File: config.mk
export PLATFORM = sky130hd
export DESIGN_NAME = pipe_latch_flat
export DESIGN_NICKNAME = d
export VERILOG_FILES = /design/src/rtl/pipe_latch_if.sv /design/src/rtl/pipe_latch.sv /design/src/flat_wrapper.sv
export SDC_FILE = /design/constraint.sdc
export NUM_CORES = 1
export LEC_CHECK = 0
export CORE_MARGIN = 1.5
export CORE_UTILIZATION = 50
export CTS_CLUSTER_DIAMETER = 50
export DETAILED_ROUTE_END_ITERATION = 10
export PLACE_DENSITY = 0.81
export SYNTH_ARGS = -nofsm -noshare
export SYNTH_HDL_FRONTEND = slang
export SYNTH_SLANG_ARGS = --single-unit
File: constraint.sdc
create_clock -name CLK -period 7.3 [get_ports CLK]
set_input_delay 1.095 -clock CLK [delete_from_list [all_inputs] [get_ports CLK]]
set_output_delay 1.095 -clock CLK [all_outputs]
set_load 0.02 [all_outputs]
File: src/rtl/pipe_latch_if.sv
// Handshake bundle between two adjacent pipeline stages, as seen by one pipe_latch.
// The master modport is the latch side; the slave modport is the stage side driving it.
interface pipe_latch_if #(
   parameter int unsigned WIDTH = 64
);
   logic             in_valid;
   logic             in_ready;
   logic [WIDTH-1:0] din;
   logic             flush;
   logic             out_valid;
   logic             out_ready;
   logic [WIDTH-1:0] dout;

   modport master (
      input  in_valid,
      output in_ready,
      input  din,
      input  flush,
      output out_valid,
      input  out_ready,
      output dout
   );

   modport slave (
      output in_valid,
      input  in_ready,
      output din,
      output flush,
      input  out_valid,
      output out_ready,
      input  dout
   );
endinterface

File: src/rtl/pipe_latch.sv
// Generic handshaked pipeline-stage register with a 2-entry skid buffer, flush,
// NOP output when empty and saturating stall/flush performance counters.
module pipe_latch #(
   parameter int unsigned     WIDTH = 64,
   parameter logic [WIDTH-1:0] NOP  = WIDTH'(0),
   parameter int unsigned     CNT_W = 16
) (
   input  logic             CLK,
   input  logic             RST,
   pipe_latch_if.master     bus,
   output logic [CNT_W-1:0] stall_cnt,
   output logic [CNT_W-1:0] flush_cnt
);

   typedef enum logic [1:0] {StEmpty, StFull, StSkid} state_e;

   state_e           state_q, state_d;
   logic [WIDTH-1:0] main_data_q, main_data_d;
   logic [WIDTH-1:0] skid_data_q, skid_data_d;
   logic [CNT_W-1:0] stall_cnt_q, stall_cnt_d;
   logic [CNT_W-1:0] flush_cnt_q, flush_cnt_d;

   logic main_v, skid_v, accept, emit;

   // All handshake outputs come straight from state, so no comb path from out_ready/flush.
   assign main_v        = (state_q == StFull) || (state_q == StSkid);
   assign skid_v        = (state_q == StSkid);
   assign bus.out_valid = main_v;
   assign bus.in_ready  = !skid_v;
   assign bus.dout      = main_v ? main_data_q : NOP;
   assign stall_cnt     = stall_cnt_q;
   assign flush_cnt     = flush_cnt_q;

   assign accept = bus.in_valid && !skid_v;
   assign emit   = main_v && bus.out_ready;

   always_comb begin
      state_d     = state_q;
      main_data_d = main_data_q;
      skid_data_d = skid_data_q;
      unique case (state_q)
         StEmpty: begin
            if (accept) begin
               state_d     = StFull;
               main_data_d = bus.din;
            end
         end
         StFull: begin
            if (accept && emit) begin
               main_data_d = bus.din;
            end else if (accept) begin
               state_d     = StSkid;
               skid_data_d = bus.din;
            end else if (emit) begin
               state_d = StEmpty;
            end
         end
         StSkid: begin
            if (emit) begin
               state_d     = StFull;
               main_data_d = skid_data_q;
            end
         end
         default: state_d = StEmpty;
      endcase
      if (bus.flush) begin
         state_d = StEmpty;
      end
   end

   always_comb begin
      stall_cnt_d = stall_cnt_q;
      flush_cnt_d = flush_cnt_q;
      if (main_v && !bus.out_ready && !(&stall_cnt_q)) begin
         stall_cnt_d = stall_cnt_q + CNT_W'(1);
      end
      if (bus.flush && (main_v || skid_v) && !(&flush_cnt_q)) begin
         flush_cnt_d = flush_cnt_q + CNT_W'(1);
      end
   end

   always_ff @(posedge CLK) begin
      if (RST) begin
         state_q     <= StEmpty;
         stall_cnt_q <= '0;
         flush_cnt_q <= '0;
      end else begin
         state_q     <= state_d;
         stall_cnt_q <= stall_cnt_d;
         flush_cnt_q <= flush_cnt_d;
      end
   end

   // Payload registers are qualified by the valid bits and need no reset.
   always_ff @(posedge CLK) begin
      main_data_q <= main_data_d;
      skid_data_q <= skid_data_d;
   end

endmodule

File: src/flat_wrapper.sv
// flat-port wrapper written by rule: the top's interface ports become plain ports
module pipe_latch_flat 
#(
   parameter int unsigned     WIDTH = 64,
   parameter logic [WIDTH-1:0] NOP  = WIDTH'(0),
   parameter int unsigned     CNT_W = 16
)
  (CLK, RST, stall_cnt, flush_cnt, bus_in_valid, bus_in_ready, bus_din, bus_flush, bus_out_valid, bus_out_ready, bus_dout);
  pipe_latch_if #(.WIDTH(WIDTH)) bus_i ();
  input  logic CLK;
  input  logic RST;
  output logic [CNT_W-1:0] stall_cnt;
  output logic [CNT_W-1:0] flush_cnt;
  input wire logic [$bits(bus_i.in_valid)-1:0] bus_in_valid;
  output wire logic [$bits(bus_i.in_ready)-1:0] bus_in_ready;
  input wire logic [$bits(bus_i.din)-1:0] bus_din;
  input wire logic [$bits(bus_i.flush)-1:0] bus_flush;
  output wire logic [$bits(bus_i.out_valid)-1:0] bus_out_valid;
  input wire logic [$bits(bus_i.out_ready)-1:0] bus_out_ready;
  output wire logic [$bits(bus_i.dout)-1:0] bus_dout;
  assign bus_i.in_valid = bus_in_valid;
  assign bus_in_ready = bus_i.in_ready;
  assign bus_i.din = bus_din;
  assign bus_i.flush = bus_flush;
  assign bus_out_valid = bus_i.out_valid;
  assign bus_i.out_ready = bus_out_ready;
  assign bus_dout = bus_i.dout;
  pipe_latch #(.WIDTH(WIDTH), .NOP(NOP), .CNT_W(CNT_W)) u_core (.CLK(CLK), .RST(RST), .bus(bus_i), .stall_cnt(stall_cnt), .flush_cnt(flush_cnt));
endmodule
**Word level (Yosys, flattened, before mapping)**

Cells that the tools add are included.

- Logic and storage cells: 47
- RAM bits: 0
- Input bits: 69
- Bits in read-only memories: 0
- Bits in latches: 0
- Register bits after elaboration: 162
- Memories kept: 0

- Shift operators: 0
- Add/sub/neg operators: 2
- Eq/ne operators: 7
- Magnitude comparators: 0
- Reductions and logical operators: 21
- Bitwise gates (word level): 1
- Div/mod/pow operators: 0
- Mux-type cells: 11
- Multipliers: 0

Operators by type and width:

| cell | number |
|---|---|
| $mux 64 | 4 |
| $pmux 64 s3 | 1 |
| $add 16x1->16 const B | 2 |
| $reduce_and 16->1 | 2 |
| $mux 2 | 5 |
| $reduce_and 4->1 | 2 |
| $logic_and 1x1->1 | 7 |
| $ne 2x2->1 const B | 3 |
| $pmux 2 s3 | 1 |
| $logic_not 1->1 | 4 |
| $ne 3x1->1 const B | 1 |
| $reduce_and 3->1 | 1 |
| $reduce_bool 3->1 | 1 |
| $eq 2x1->1 const B | 1 |
| $eq 2x2->1 const B | 1 |
| $logic_not 2->1 | 1 |
| $logic_or 1x1->1 | 2 |
| $ne 2x1->1 const B | 1 |
| $reduce_or 2->1 | 1 |
| $not 1->1 | 1 |

**Logic depth before layout (Yosys ltp)**

Gate-level depths: netlist of the first run.

- Depth in word-level cells: 7
- Mapped depth: 8
- Gate-level depth less buffers: 7

**Worst setup path after synthesis of the first run**

No wires, ideal clock.

- Path type: input to register
- From: input bus_in_valid
- To: register u_core.main_data_q[0] (enable)
- Setup time: 0.565 ns
- Arrival time: 5.822 ns
- Slack: 0.913 ns
- Data required time: 6.735 ns
- Stages on the path: 3
- Cell sequence: nor2b_1 > a31oi_1 > nor3_1

- Cells in the longest elaborated chain, start to end: 4

Ends and longest elaborated chain:

| element | line | source |
|---|---|---|
| start: declaration | flat_wrapper.sv:14 | `input wire logic [$bits(bus_i.in_valid)-1:0] bus_in_valid;` |
| $logic_and 1x1->1 (*) | pipe_latch.sv:34 | `assign accept = bus.in_valid && !skid_v;` |
| $logic_and 1x1->1 | pipe_latch.sv:49 | `if (accept && emit) begin` |
| $ne 2x2->1 (no source line) | n/a |  |
| $reduce_and 4->1 (no source line) (*) | n/a |  |
| end signal: assignment | pipe_latch.sv:96 | `main_data_q <= main_data_d;` |
| end: declaration | pipe_latch.sv:18 | `logic [WIDTH-1:0] main_data_q, main_data_d;` |

Every way passes the cells marked *; elsewhere a longest branch is shown, timed or not.
A chain may end at the register's enable or synchronous reset.

**Worst setup path in the final report of the first run**

- From: register u_core.state_q[1]
- To: output bus_dout[56]

- Cells in the longest elaborated chain, start to end: 3

Ends and longest elaborated chain:

| element | line | source |
|---|---|---|
| start: declaration | pipe_latch.sv:17 | `state_e state_q, state_d;` |
| start signal: assignment | pipe_latch.sv:84 | `state_q <= StEmpty;` |
| start signal: assignment | pipe_latch.sv:88 | `state_q <= state_d;` |
| $eq 2x1->1 or $eq 2x2->1 (tied branches) | pipe_latch.sv:26 | `assign main_v = (state_q == StFull) \|\| (state_q == StSkid);` |
| $logic_or 1x1->1 (*) | pipe_latch.sv:26 |  |
| $mux 64 (*) | pipe_latch.sv:30 | `assign bus.dout = main_v ? main_data_q : NOP;` |
| end: declaration | flat_wrapper.sv:20 | `output wire logic [$bits(bus_i.dout)-1:0] bus_dout;` |

Marks and branches as above.

==> results.cfg, run 1 <==
[final_layout]
n_antenna_cell = 0
final_util_pct = 69.5
syn_to_final_growth_pct = 35.4
area.sequential_um2 = 4520
fill_cells = 907
final_layout_size_suffix_gt1_share_pct = 15.8
nets = 734
multiInputGateArea_um2 = 2230

[min_path]
hp-class = flip-flop to flip-flop

[floorplanning]
die_w_um = 120
core_um2 = 13300
ios = 167
start_util_pct = 51.4
rows = 42
die_h_um = 120
dieArea_um2 = 14400

[route]
met1_length_um = 5720
vias_per_cell = 5.28
wl_um = 14300
num_vias = 4459
top_layer = met4
wl_per_cell_um = 17.0
antenna_left = 0
route.met3.wl_um = 1440
wl_met2_um = 6950
drc = 0
first_pass_iters = 5
drt_iter0_drc = 387

[synth]
yosysSeqAreaShare_pct = 66.2
synth_top_area_share_pct = 56.3
async_flop_share_pct = 0
synth_area_um2 = 6830
synth_edf_count = 128
synthDistinctLibCells = 40
ys.flop_type = edfxtp_1
ys_warn_count = 0
syn_inst = 488
synth_xor_xnor_area_share_pct = 2.82
yosys.area_share.simple_pct = 14.7
synth.area.mux_share_pct = 11.3
synth_top_family_by_area = simple AND/OR/NAND/NOR gates
syn_avg_cell_area_um2 = 14.0
ys_top_cells_by_count = edfxtp_1, and2_1, mux2_2
yosysMostFrequentCell = edfxtp_1
synth_compound_area_share_pct = 1.96
synth_adder_area_share_pct = 1.47
ys_top_cells_by_area = edfxtp_1, mux2_2, dfxtp_1, and2_1, xnor2_1
synth_top_area_cell = edfxtp_1
synth_seq_cells = 162
synth_nets = 565

[timing]
fmax_ghz = 0.250
period_share_pct = 54.8
setup_viol_count_final = 0
grt_setup_unrepaired = no
skew_ns = 0.00511
maxSlewHeadroom_pct = 36.2
hold_viol = 0
fin_hold_ws_ns = 0.520
drv_slew = 0
layout_min_cycle_time_ns = 4.00
tightest_slew_ns = 0.957
finalSetupTns_ns = 0

[critical_path]
required_ns = 6.20
worstPathMaxFanout = 38
startpoint_type = flip-flop
arrival_ns = 2.91
crit_type = flip-flop to output pin
end_kind = output pin

[global_routing]
grt_max_degree = 68
antenna_found_initial = 0
overflow = 0
grt_pass1_wl_um = 23100
grt_util_all_layers_pct = 20.9
grt_pass1_vias = 4633

[clocking]
cts_hold_buf = 0
cts_tree = built
path_clk_slew_ns = 0.06
clock_latency_ns = 0.42
root_buffer = clkbuf_16
cts_setup_buffers = 0
cts_resized = 0
htreeDepth = 4
cts_made_buffers = 17
cts_num_sinks = 162
clock_path_buffers = 2

[place]
dp_hpwl_um = 9310
gp_congestion = 0.898
io_buffers = 166

[power]
power_mw = 2.10
power_density_nw_per_um2 = 227
ir_worst_vdd_v = 0.000175
leakagePower_nw = 3.08

[flow_run]
drv_cap = 0

[status]
outcome = completed
worst max-delay path, cell delays in order, from the launching register on:
cell	delay (ns)
dfxtp_1	0.47
inv_1	0.10
ha_2	0.68
buf_4	0.43
and2_1	0.19
clkdlybuf4s50_1	0.61
cells by family (layout without fill, tap and decap cells):
group | after synthesis | in the layout
AOI/OAI and AO/OA | 22 | 22
xor gates and xnor gates | 22 | 22
adders and majority gates | 8 | 8
buffers and inverters | 27 | 208
DFF | 162 | 162
muxes | 69 | 69
and+or+nand+nor | 178 | 178
registers in the layout, summed over array words and instances, names as in the netlist:
name / flops
u_core.stall_cnt: 16
u_core.state_q: 2
u_core.flush_cnt: 16
u_core.main_data_q: 64
u_core.skid_data_q: 64
layout make-up:
type                            count  area share (%)
Sequential cell                   162            48.9
Multi-Input combinational cell    299            24.2
Clock inverter                     13            1.30
Tap cell                          176            2.38
Clock buffer                       18            4.64
Timing Repair Buffer              170            18.3
Inverter                            7           0.284
layout by cell type (no fill, tap or decap), drive strengths merged, types with 12 or more instances in the layout:
cell type,instances
nor3,13
clkdlybuf4s50,166
dfxtp,34
nand2,16
nand4,12
clkbuf,18
mux2,64
xnor2,17
nor2,36
edfxtp,128
and2,66
final timing paths:
kind                       start                      to  slack (ns)  depth (start not counted)
max            u_core.state_q[1]            bus_dout[56]        3.30                          5
min          u_core.stall_cnt[6]     u_core.stall_cnt[6]        0.52                          1
max reg2reg    u_core.state_q[1]  u_core.main_data_q[49]        4.17                          6
min reg2reg  u_core.stall_cnt[6]     u_core.stall_cnt[6]        0.52                          1
metal layers:
| layer | GRT usage [%] | vias up |
|---|---|---|
| li1 | - | 2117 |
| met1 | 24.8 | 2134 |
| met2 | 34.8 | 188 |
| met3 | 8.08 | 20 |
| met4 | 7.66 | 0 |
| met5 | 0 | - |
per-stage QoR:
stage	instances	worst slack (ns)	cell area [µm²]
after global routing	845	3.09	9250
after global placement	814	3.80	8700
after CTS	845	3.24	9250
final	845	3.30	9250
after floorplan	488	0.913	6830
after detailed placement	814	3.70	8700
report_power, final:
| group | total [mW] | internal, mW | switching (mW) |
|---|---|---|---|
| Sequential | 1.07 | 1.06 | 0.0135 |
| Combinational | 0.201 | 0.0996 | 0.101 |
| Clock | 0.830 | 0.494 | 0.337 |
(Power assumes the default switching activity.)
==> run 2: changes to the inputs <==
Clock period 7.3 ns to 4.1 ns, I/O delays scaled along.
==> run 2 against run 1 <==
First-iteration DRC count fell by 19%. Global-route usage fell by 0.50 points. Flip-flop and latch count did not move. Register-to-register slack got worse by 3.1 ns. Sequential share of layout area fell by 0.13 points. Die area did not move. Combinational power rose by 80%. Largest power group unchanged.
==> results.cfg, run 2 (synthesis gave the netlist of run 1 again) <==
[clocking]
cts_resized = 0
clock_latency_ns = 0.42
htreeDepth = 4
clock_path_buffers = 2
root_buffer = clkbuf_16
cts_setup_buffers = 0
cts_num_sinks = 162
cts_made_buffers = 17
cts_hold_buf = 0
cts_tree = built
path_clk_slew_ns = 0.05

[timing]
grt_setup_unrepaired = no
tightest_slew_ns = 1.06
finalSetupTns_ns = 0
fmax_ghz = 0.280
fin_ws_ns = 0.528
setup_viol_count_final = 0
layout_min_cycle_time_ns = 3.57
hold_viol = 0
drv_slew = 0
skew_ns = 0.00745
maxSlewHeadroom_pct = 29.6
period_share_pct = 87.1

[power]
power_density_nw_per_um2 = 405
leakagePower_nw = 3.10
switching_share_pct = 21.6
switchingPower_mw = 0.811
pwr-share-clk_pct = 39.8
p_int_mw = 2.95
power_mw = 3.76
power_frac_comb_pct = 9.6
seqPwrFrac_pct = 50.6
ir_worst_vdd_v = 0.000351

[floorplanning]
ios = 167
start_util_pct = 51.4
rows = 42
dieArea_um2 = 14400
die_h_um = 120
core_um2 = 13300
die_w_um = 120

[route]
drc = 0
drt_iter0_drc = 314
first_pass_iters = 4
vias_per_cell = 5.28
num_vias = 4479
met1_length_um = 5980
wl_per_cell_um = 16.3
top_layer = met4
wl_um = 13900
route.met3.wl_um = 894
wl_met2_um = 6730
antenna_left = 0

[critical_path]
worstPathMaxFanout = 74
end_kind = output pin
startpoint_type = flip-flop
arrival_ns = 2.96
crit_type = flip-flop to output pin
required_ns = 3.48

[final_layout]
top_regs = u_core.main_data_q: 64 flops, u_core.skid_data_q: 64 flops
fill_cells = 912
syn_to_final_growth_pct = 35.7
final_layout_size_suffix_gt1_share_pct = 15.9
n_antenna_cell = 0
final_util_pct = 69.7
nets = 736
finalInstanceArea_um2 = 9270
mostFrequentLayoutCell = clkdlybuf4s50_1
mostFrequentLayoutCells = clkdlybuf4s50_1, edfxtp_1, and2_1, mux2_2, nor2_1
multiInputGateArea_um2 = 2240
area.sequential_um2 = 4520

[min_path]
hp-class = flip-flop to flip-flop

[place]
io_buffers = 166
dp_hpwl_um = 9220
gp_congestion = 0.916
dp_slack_ns = 0.924
place_area_um2 = 8720

[global_routing]
grt_max_degree = 75
grt_pass1_wl_um = 22600
antenna_found_initial = 0
grt_pass1_vias = 4573
grt_util_all_layers_pct = 20.4
overflow = 0

[status]
outcome = completed

[flow_run]
drv_cap = 0
[run 2: final cells by class]
| type | count | area share (%) |
|---|---|---|
| clock inverter | 12 | 1.26 |
| clock buffer | 20 | 4.71 |
| inverter | 7 | 0.283 |
| timing repair buffer | 172 | 18.4 |
| sequential | 162 | 48.8 |
| tap | 176 | 2.38 |
| multi-input combinational | 299 | 24.2 |
[run 2: path summary, 6_finish.rpt]
| check | from | end | slack [ns] | depth (start not counted) |
|---|---|---|---|---|
| hold / removal | u_core.flush_cnt[1] | u_core.flush_cnt[1] | 0.52 | 2 |
| hold reg to reg | u_core.flush_cnt[1] | u_core.flush_cnt[1] | 0.52 | 2 |
| setup reg to reg | u_core.state_q[1] | u_core.stall_cnt[9] | 1.11 | 7 |
| setup / recovery | u_core.state_q[1] | bus_dout[35] | 0.53 | 4 |
[run 2: power groups by stage]
stage | Clock, mW | Sequential, mW | Combinational [mW]
floorplan | 0 | 1.93 | 0.173
global placement | 0 | 1.93 | 0.356
detailed placement | 0 | 1.94 | 0.364
CTS | 1.53 | 1.90 | 0.367
global route | 1.59 | 1.91 | 0.389
finish | 1.49 | 1.90 | 0.361
[run 2: through the flow]
step           std cells  hold slack (ns)
3_3_place_gp         816            0.485
6_report             848            0.524
3_5_place_dp         816            0.516
4_1_cts              848            0.525
5_1_grt              848            0.560
2_1_floorplan        488            0.488
[run 2: critical path: stages (launching register included)]
cell and delay (ns):
dfxtp_1 0.45, inv_1 0.10, ha_2 1.05, and2_1 0.28, clkdlybuf4s50_1 0.62
[run 2: routing by layer]
metal	GRT usage [%]	up-vias
met5	0	-
li1	-	2125
met1	25.9	2171
met4	8.41	0
met3	6.18	20
met2	32.9	163
